[config.mk]
export PLATFORM = sky130hd
export DESIGN_NAME = survivor_shift_mem_flat
export DESIGN_NICKNAME = d
export VERILOG_FILES = /design/src/rtl/survivor_shift_mem_pkg.sv /design/src/rtl/survivor_shift_mem_if.sv /design/src/rtl/survivor_shift_mem_lane.sv /design/src/rtl/survivor_shift_mem.sv /design/src/flat_wrapper.sv
export SDC_FILE = /design/constraint.sdc
export NUM_CORES = 1
export LEC_CHECK = 0
export ABC_AREA = 0
export BUFFER_PORTS_ARGS = -buffer_cell sky130_fd_sc_hd__buf_2
export CORE_MARGIN = 10
export CORE_UTILIZATION = 50
export DETAILED_ROUTE_END_ITERATION = 10
export PLACE_DENSITY = 0.75
export SLEW_MARGIN = 20
export SYNTH_ARGS = -nofsm -noshare
export SYNTH_HDL_FRONTEND = slang
export SYNTH_HIERARCHICAL = 1
export SYNTH_SLANG_ARGS = --single-unit
[constraint.sdc]
create_clock -name clk -period 2.4 [get_ports clk]
set_clock_uncertainty 0.05 [all_clocks]
set_input_delay 0.72 -clock clk [delete_from_list [all_inputs] [get_ports clk]]
set_output_delay 0.72 -clock clk [all_outputs]
set_load 0.02 [all_outputs]
[src/rtl/survivor_shift_mem_pkg.sv]
// Shared defaults and index helpers for the survivor decision memory.
// Pair and out_data bit layouts are defined once here.
package survivor_mem_pkg;

    localparam int DEF_NUM_LANES = 8;
    localparam int DEF_SLOTS     = 4;
    localparam int DEF_DEPTH     = 8;

    // Flat index of (lane, slot) in in_dec / in_addr
    function automatic int pair_idx(input int l, input int s, input int slots);
        return l * slots + s;
    endfunction

    // Flat index of (row, age) in a lane history word
    function automatic int hist_bit(input int r, input int k, input int depth);
        return r * depth + k;
    endfunction

    function automatic int addr_width(input int slots);
        return (slots > 1) ? $clog2(slots) : 1;
    endfunction

    function automatic int lane_width(input int lanes);
        return (lanes > 1) ? $clog2(lanes) : 1;
    endfunction

endpackage

[src/rtl/survivor_shift_mem_if.sv]
// ACS-side decision bus and traceback-side readout handshake.
// master drives decisions and out_ready; slave is the memory.
interface survivor_shift_mem_if
    import survivor_mem_pkg::*;
#(
    parameter int NUM_LANES = DEF_NUM_LANES,
    parameter int SLOTS     = DEF_SLOTS,
    parameter int DEPTH     = DEF_DEPTH
);

    localparam int ADDR_W = addr_width(SLOTS);
    localparam int LANE_W = lane_width(NUM_LANES);

    logic                              in_valid;
    logic [NUM_LANES*SLOTS-1:0]        in_dec;
    logic [NUM_LANES*SLOTS*ADDR_W-1:0] in_addr;
    logic                              out_valid;
    logic                              out_ready;
    logic [LANE_W-1:0]                 out_lane;
    logic [SLOTS*DEPTH-1:0]            out_data;
    logic                              out_wrap;

    modport master (
        output in_valid, in_dec, in_addr, out_ready,
        input  out_valid, out_lane, out_data, out_wrap
    );

    modport slave (
        input  in_valid, in_dec, in_addr, out_ready,
        output out_valid, out_lane, out_data, out_wrap
    );

endinterface

[src/rtl/survivor_shift_mem_lane.sv]
// One lane: priority row decode of the slot pairs and SLOTS shift rows.
// Row r occupies hist[r*DEPTH +: DEPTH], bit 0 being the newest decision.
module survivor_lane
    import survivor_mem_pkg::*;
#(
    parameter int SLOTS  = DEF_SLOTS,
    parameter int DEPTH  = DEF_DEPTH,
    parameter int ADDR_W = addr_width(DEF_SLOTS)
) (
    input  logic                    clk,
    input  logic                    rst,
    input  logic                    flush,
    input  logic                    in_valid,
    input  logic [SLOTS-1:0]        dec,
    input  logic [SLOTS*ADDR_W-1:0] addr,
    output logic [SLOTS*DEPTH-1:0]  hist
);

    logic [SLOTS-1:0]            next_bit;
    logic [SLOTS-1:0][DEPTH-1:0] rows;

    // Ascending slot scan: a later (higher) slot overrides earlier hits
    always_comb begin
        next_bit = '0;
        for (int s = 0; s < SLOTS; s++) begin
            for (int r = 0; r < SLOTS; r++) begin
                if (addr[s*ADDR_W +: ADDR_W] == ADDR_W'(r)) begin
                    next_bit[r] = dec[s];
                end
            end
        end
    end

    always_ff @(posedge clk) begin
        if (rst || flush) begin
            rows <= '0;
        end else if (in_valid) begin
            for (int r = 0; r < SLOTS; r++) begin
                rows[r] <= {rows[r][DEPTH-2:0], next_bit[r]};
            end
        end
    end

    for (genvar r = 0; r < SLOTS; r++) begin : g_row
        assign hist[hist_bit(r, 0, DEPTH) +: DEPTH] = rows[r];
    end

endmodule

[src/rtl/survivor_shift_mem.sv]
// Survivor decision memory: per-lane shift rows, fill tracking and a
// round-robin lane readout towards the traceback stage.
module survivor_shift_mem
    import survivor_mem_pkg::*;
#(
    parameter int NUM_LANES = DEF_NUM_LANES,
    parameter int SLOTS     = DEF_SLOTS,
    parameter int DEPTH     = DEF_DEPTH
) (
    input  logic                 clk,
    input  logic                 rst,
    input  logic                 flush,
    survivor_shift_mem_if.slave  bus
);

    localparam int ADDR_W = addr_width(SLOTS);
    localparam int LANE_W = lane_width(NUM_LANES);
    localparam int CNT_W  = $clog2(DEPTH + 1);
    localparam int HIST_W = SLOTS * DEPTH;

    logic [NUM_LANES-1:0][HIST_W-1:0] hist;
    logic [CNT_W-1:0]                 fill_cnt;
    logic [LANE_W-1:0]                lane_ptr;
    logic                             full;
    logic                             accept;
    logic                             last_lane;

    for (genvar l = 0; l < NUM_LANES; l++) begin : g_lane
        localparam int P0 = pair_idx(l, 0, SLOTS);

        survivor_lane #(
            .SLOTS  (SLOTS),
            .DEPTH  (DEPTH),
            .ADDR_W (ADDR_W)
        ) u_lane (
            .clk      (clk),
            .rst      (rst),
            .flush    (flush),
            .in_valid (bus.in_valid),
            .dec      (bus.in_dec[P0 +: SLOTS]),
            .addr     (bus.in_addr[P0*ADDR_W +: SLOTS*ADDR_W]),
            .hist     (hist[l])
        );
    end

    assign full      = (fill_cnt == CNT_W'(DEPTH));
    assign accept    = full && bus.out_ready;
    assign last_lane = (lane_ptr == LANE_W'(NUM_LANES - 1));

    // Fill saturates: once a full window exists it stays full
    always_ff @(posedge clk) begin
        if (rst || flush) begin
            fill_cnt <= '0;
        end else if (bus.in_valid && !full) begin
            fill_cnt <= fill_cnt + 1'b1;
        end
    end

    always_ff @(posedge clk) begin
        if (rst || flush) begin
            lane_ptr <= '0;
        end else if (accept) begin
            lane_ptr <= last_lane ? '0 : lane_ptr + 1'b1;
        end
    end

    assign bus.out_valid = full;
    assign bus.out_lane  = lane_ptr;
    assign bus.out_data  = hist[lane_ptr];
    assign bus.out_wrap  = accept && last_lane;

endmodule

[src/flat_wrapper.sv]
// flat-port wrapper written by rule: the top's interface ports become plain ports
module survivor_shift_mem_flat import survivor_mem_pkg::*;
#(
    parameter int NUM_LANES = DEF_NUM_LANES,
    parameter int SLOTS     = DEF_SLOTS,
    parameter int DEPTH     = DEF_DEPTH
)
  (clk, rst, flush, bus_in_valid, bus_in_dec, bus_in_addr, bus_out_ready, bus_out_valid, bus_out_lane, bus_out_data, bus_out_wrap);
  survivor_shift_mem_if #(.NUM_LANES(NUM_LANES), .SLOTS(SLOTS), .DEPTH(DEPTH)) bus_i ();
  input  logic clk;
  input  logic rst;
  input  logic flush;
  input wire logic [$bits(bus_i.in_valid)-1:0] bus_in_valid;
  input wire logic [$bits(bus_i.in_dec)-1:0] bus_in_dec;
  input wire logic [$bits(bus_i.in_addr)-1:0] bus_in_addr;
  input wire logic [$bits(bus_i.out_ready)-1:0] bus_out_ready;
  output wire logic [$bits(bus_i.out_valid)-1:0] bus_out_valid;
  output wire logic [$bits(bus_i.out_lane)-1:0] bus_out_lane;
  output wire logic [$bits(bus_i.out_data)-1:0] bus_out_data;
  output wire logic [$bits(bus_i.out_wrap)-1:0] bus_out_wrap;
  assign bus_i.in_valid = bus_in_valid;
  assign bus_i.in_dec = bus_in_dec;
  assign bus_i.in_addr = bus_in_addr;
  assign bus_i.out_ready = bus_out_ready;
  assign bus_out_valid = bus_i.out_valid;
  assign bus_out_lane = bus_i.out_lane;
  assign bus_out_data = bus_i.out_data;
  assign bus_out_wrap = bus_i.out_wrap;
  survivor_shift_mem #(.NUM_LANES(NUM_LANES), .SLOTS(SLOTS), .DEPTH(DEPTH)) u_core (.clk(clk), .rst(rst), .flush(flush), .bus(bus_i));
endmodule
Yosys cells after proc, flatten, opt, wreduce, memory -nomap -nowiden
Index checks and enable logic that the tools add are counted.
{"block": "word_totals", "register_bits": 263, "latchBits": 0, "ram_bits": 0, "rom_bits": 0, "output_inout_bits": 37, "wordCells": 303, "mem_count": 0}
{"block": "classes", "add_sub_neg": 2, "n_mul": 0, "n_div": 0, "order_cmp": 1, "eq_ne": 98, "shifts": 0, "muxes": 131, "n_bitwise": 0, "n_reduce_logical": 37}
{"operator": "$eq 2x2->1 const B", "n": 64}
{"operator": "$mux 1", "n": 128}
{"operator": "$bmux 32 s3", "n": 1}
{"operator": "$eq 2x1->1 const B", "n": 32}
{"operator": "$logic_not 2->1", "n": 32}
{"operator": "$mux 32", "n": 1}
{"operator": "$add 4x1->4 const B", "n": 1}
{"operator": "$eq 4x4->1 const B", "n": 1}
{"operator": "$lt 3x4->1 const B", "n": 1}
{"operator": "$add 3x1->3 const B", "n": 1}
{"operator": "$eq 3x3->1 const B", "n": 1}
{"operator": "$logic_and 1x1->1", "n": 3}
{"operator": "$mux 3", "n": 1}
{"operator": "$logic_not 1->1", "n": 1}
{"operator": "$logic_or 1x1->1", "n": 1}

Logic depth before layout (Yosys ltp)
{"block": "depth", "ltp_word": 5, "ltp_mapped": 6}

Modules after synthesis
The synthesis kept the hierarchy.
{"module": "survivor_lane", "n_inst": 8, "cells_per_inst": 134, "area_per_inst_um2": 1330.0, "seq_area_each_um2": 640.6}
{"module": "survivor_shift_mem", "n_inst": 1, "cells_per_inst": 156, "area_per_inst_um2": 2273.4, "seq_area_each_um2": 140.1}

Worst setup path after synthesis
No wires, ideal clock.
{"block": "synth_path", "path_kind": "reg-to-output", "from": "register u_core.lane_ptr[0] (netlist: u_core/bus.out_lane[0])", "to": "output bus_out_data[17]", "arrival_time_ps": 1714, "t_required_ps": 1630, "slack_ps": -84, "stages_incl_launch_ff": 5, "n_path_buf": 2, "path_cell_list": "dfxtp_1 buf_6 buf_6 mux4_1 mux2_2"}
{"block": "synth_via", "elab_chain_len": 2}
{"item": "from (decl)", "line_no": "survivor_shift_mem.sv:23", "rtl": "logic [LANE_W-1:0] lane_ptr;"}
{"item": "from (signal assigned)", "line_no": "survivor_shift_mem.sv:63", "rtl": "lane_ptr <= last_lane ? '0 : lane_ptr + 1'b1;"}
{"item": "$bmux 32 s3", "line_no": "survivor_shift_mem.sv:69", "rtl": "assign bus.out_data = hist[lane_ptr];"}
{"item": "$mux 32 (implied by the code)", "line_no": "survivor_shift_mem.sv:69"}
{"item": "to (decl)", "line_no": "flat_wrapper.sv:19", "rtl": "output wire logic [$bits(bus_i.out_data)-1:0] bus_out_data;"}
No other way between the ends. The select of a mux whose other input is x is not followed.

Final worst setup path
{"block": "layout_path", "from": "register u_core.lane_ptr[0] (netlist: u_core/bus.out_lane[0])", "to": "output bus_out_data[6]"}
Same word-level chain as after synthesis.

==> run_results.csv <==
group,metric,value,unit
status,status,"complete, but fails checks",
status,violations,"negative setup slack",
synthesis,synth_top_area_share,40.8,%
placed_design,hpwl,26500,um
cells_and_area,syn2layout_area_growth,21.9,%
synthesis,syn_inst,1228,
sta,slew_headroom,72.2,%
cells_and_area,num-fill-cells,1970,
global_routing,grt_overflow,0,
global_routing,antenna_found_initial,0,
setup_path,crit_arrival,2.17,ns
drt,highest_layer,"met4",
synthesis,synthTopCellsByArea,"dfxtp_1 41%, mux2i_1 17%, mux4_2 11%",
sta,rsz0062_at_grt,"true",
sta,hold_violations,0,
drt,route.met2.wl,18000,um
floorplan,die_h,181,um
drt,drt.antenna.violating_nets,0,
setup_path,cp.required,1.63,ns
drt,drtIter0Drc,912,
run,maxCapViolations,0,
floorplan,dieArea,32700,um^2
drt,routed_wl,36600,um
drt,wl_met3,2120,um
clock_network,clk_latency,0.53,ns
floorplan,pin_count,138,
clock_network,path_clk_slew,0.06,ns
drt,wire_per_inst,21.1,um
synthesis,yosysTopAreaCell,"dfxtp_1",
sta,worst_hold_slack,0.385,ns
cells_and_area,drive_gt1_share,26.2,%
cells_and_area,diodes,0,
sta,final_max_slew_viol_count,0,
floorplan,start_util,51.0,%
clock_network,clockBufferDepth,3,
synthesis,synth_cell_types,39,
sta,period_share,122,%
global_routing,grt_pass1_wl,57300,um
setup_path,crit_type,"register to output pin",
clock_network,clock_sinks,263,
setup_path,end_kind,"output pin",
min_path,hold_path.class,"input port to register",
power_and_ir_drop,totalPowerFinal,9.53,mW
sta,setup_viol,33,
synthesis,syn_nets,1333,
drt,drc,0,
sta,max_freq,0.341,GHz
drt,num_vias,10500,
cells_and_area,fin_nets,1490,
sta,fin_ws,-0.537,ns
floorplan,placement_rows,58,
sta,worst_slew_pin_slew,0.418,ns
cells_and_area,seq_area,5280,um^2
clock_network,cts_tree,"done",
setup_path,path_max_fanout,7,
synthesis,netlist_area,12900,um^2
placed_design,portBuffers,137,
drt,viasPerCell,6.06,
synthesis,ys_seq_elements,263,
synthesis,ys_seq_area_share,40.8,%
global_routing,grt_pass1_vias,10600,
synthesis,avgSynthCellArea,10.5,um^2
drt,wl_met1,15200,um
clock_network,cts-root-buf,"clkbuf_16",
floorplan,die_x,181,um
floorplan,core_area,25300,um^2
clock_network,htree_num_levels,1,
global_routing,grt_max_degree,45,
power_and_ir_drop,p_leak,6.31,nW
cells_and_area,multi_input_area,7280,um^2
clock_network,numCtsBuffers,26,
placed_design,place_congestion,0.898,
power_and_ir_drop,power_density,605,nW/um^2
synthesis,ys_warn_count,6,
setup_path,cp-start-kind,"register",
power_and_ir_drop,peakVddDrop,0.528,mV
global_routing,track_usage,21.1,%
sta,finalCriticalPeriod,2.94,ns
drt,first_pass_iters,8,
-- cells by family after synthesis --
| group | after synthesis | synth area share [%] |
|---|---|---|
| buffers and inverters | 111 | 4.01 |
| AOI/OAI and AO/OA | 152 | 9.84 |
| DFF | 263 | 40.8 |
| and+or+nand+nor | 377 | 13.5 |
| muxes | 320 | 31.4 |
| adders and majority gates | 4 | 0.388 |
| xor gates and xnor gates | 1 | 0.0678 |
-- worst max-delay path, cell delays in order (launching register included) --
cell	delay (ns)
dfxtp_4	0.37
buf_12	0.16
buf_6	0.13
mux4_2	0.50
mux2_4	0.31
buf_4	0.17
-- metal layers --
metal / GRT usage [%] / vias up
met3: 3.26 / 81
met1: 26.1 / 5166
li1: - / 4874
met2: 36.2 / 394
met4: 7.94 / 0
met5: 0 / -
-- Yosys cell counts (all sizes together) --
library cell,instances
nor3b,16
a32oi,8
nand2b,16
a221o,24
nand2,5
nor2,249
a31oi,16
dfxtp,263
mux2,32
ha,4
or3,2
clkbuf,19
nor2b,24
or3b,1
nand4b,1
or2,9
o221ai,16
a21oi,6
a22oi,16
and3,1
nand3b,25
a221oi,16
xor2,1
nor3,8
mux4,64
a222oi,16
nand4,1
nand3,19
o21ai,26
inv,36
mux2i,224
o32a,8
buf,56
-- cell usage in the layout, fill, tap and decap left out, drive strengths merged, types with 19 or more instances in the layout --
| cell type | n |
|---|---|
| a221o | 24 |
| buf | 203 |
| clkbuf | 41 |
| dfxtp | 263 |
| inv | 37 |
| mux2 | 32 |
| mux2i | 224 |
| mux4 | 64 |
| nand3 | 19 |
| nand3b | 25 |
| nor2 | 249 |
| nor2b | 24 |
| o21ai | 26 |
-- through the flow --
stage          area [um^2]  setup slack (ns)  utilization, %  setup TNS, ns  instances
2_1_floorplan        12900           -0.0700               -          -2.22       1228
3_3_place_gp         14300           -0.0186            56.4        -0.0954       1678
3_5_place_dp         14300           -0.0511            56.4         -0.484       1678
4_1_cts              15600            -0.525            61.6         -16.09       1730
5_1_grt              15700            -0.576            62.2         -17.55       1734
6_report             15700            -0.537            62.2         -16.22       1734
-- sequential cells by signal, summed over array words and instances, names as in the netlist --
| register | cells |
|---|---|
| u_core/g_lane.u_lane/hist | 256 |
| u_core/bus.out_lane | 3 |
| u_core/fill_cnt | 4 |
-- final timing paths --
| kind | startpoint | depth (start not counted) | endpoint | slack (ns) |
|---|---|---|---|---|
| setup reg to reg | u_core/bus.out_lane[0]$_SDFFE_PP0P_ | 7 | u_core/bus.out_lane[1]$_SDFFE_PP0P_ | 0.56 |
| hold / removal | bus_in_addr[6] | 2 | u_core/g_lane[0].u_lane/hist[8]$_SDFFE_PP0P_ | 0.38 |
| setup / recovery | u_core/bus.out_lane[0]$_SDFFE_PP0P_ | 5 | bus_out_data[6] | -0.54 |
| hold reg to reg | u_core/g_lane[2].u_lane/hist[7]$_SDFFE_PP0P_ | 2 | u_core/g_lane[2].u_lane/hist[7]$_SDFFE_PP0P_ | 0.45 |
-- final cells by class --
cell class / instances / area share (%)
Timing Repair Buffer: 204 / 10.9
Tap cell: 330 / 2.62
Sequential cell: 263 / 33.5
Clock inverter: 7 / 0.707
Inverter: 36 / 0.874
Clock buffer: 40 / 5.11
Multi-Input combinational cell: 854 / 46.2
-- report_power, final --
part / total (mW) / internal, mW / switching, mW
Combinational: 0.810 / 0.359 / 0.452
Sequential: 4.43 / 4.39 / 0.0385
Clock: 4.29 / 2.62 / 1.67
Total: 9.53 / 7.37 / 2.16
-- repair_timing --
action	CTS	global route
endpoints found under the setup margin	33	34
gates cloned	1	1
hold buffers	0	0
endpoints found under the hold margin	0	0
buffers inserted	4	4
gates resized for setup	98	28
pin swaps	0	1
(Power assumes the default switching activity.)
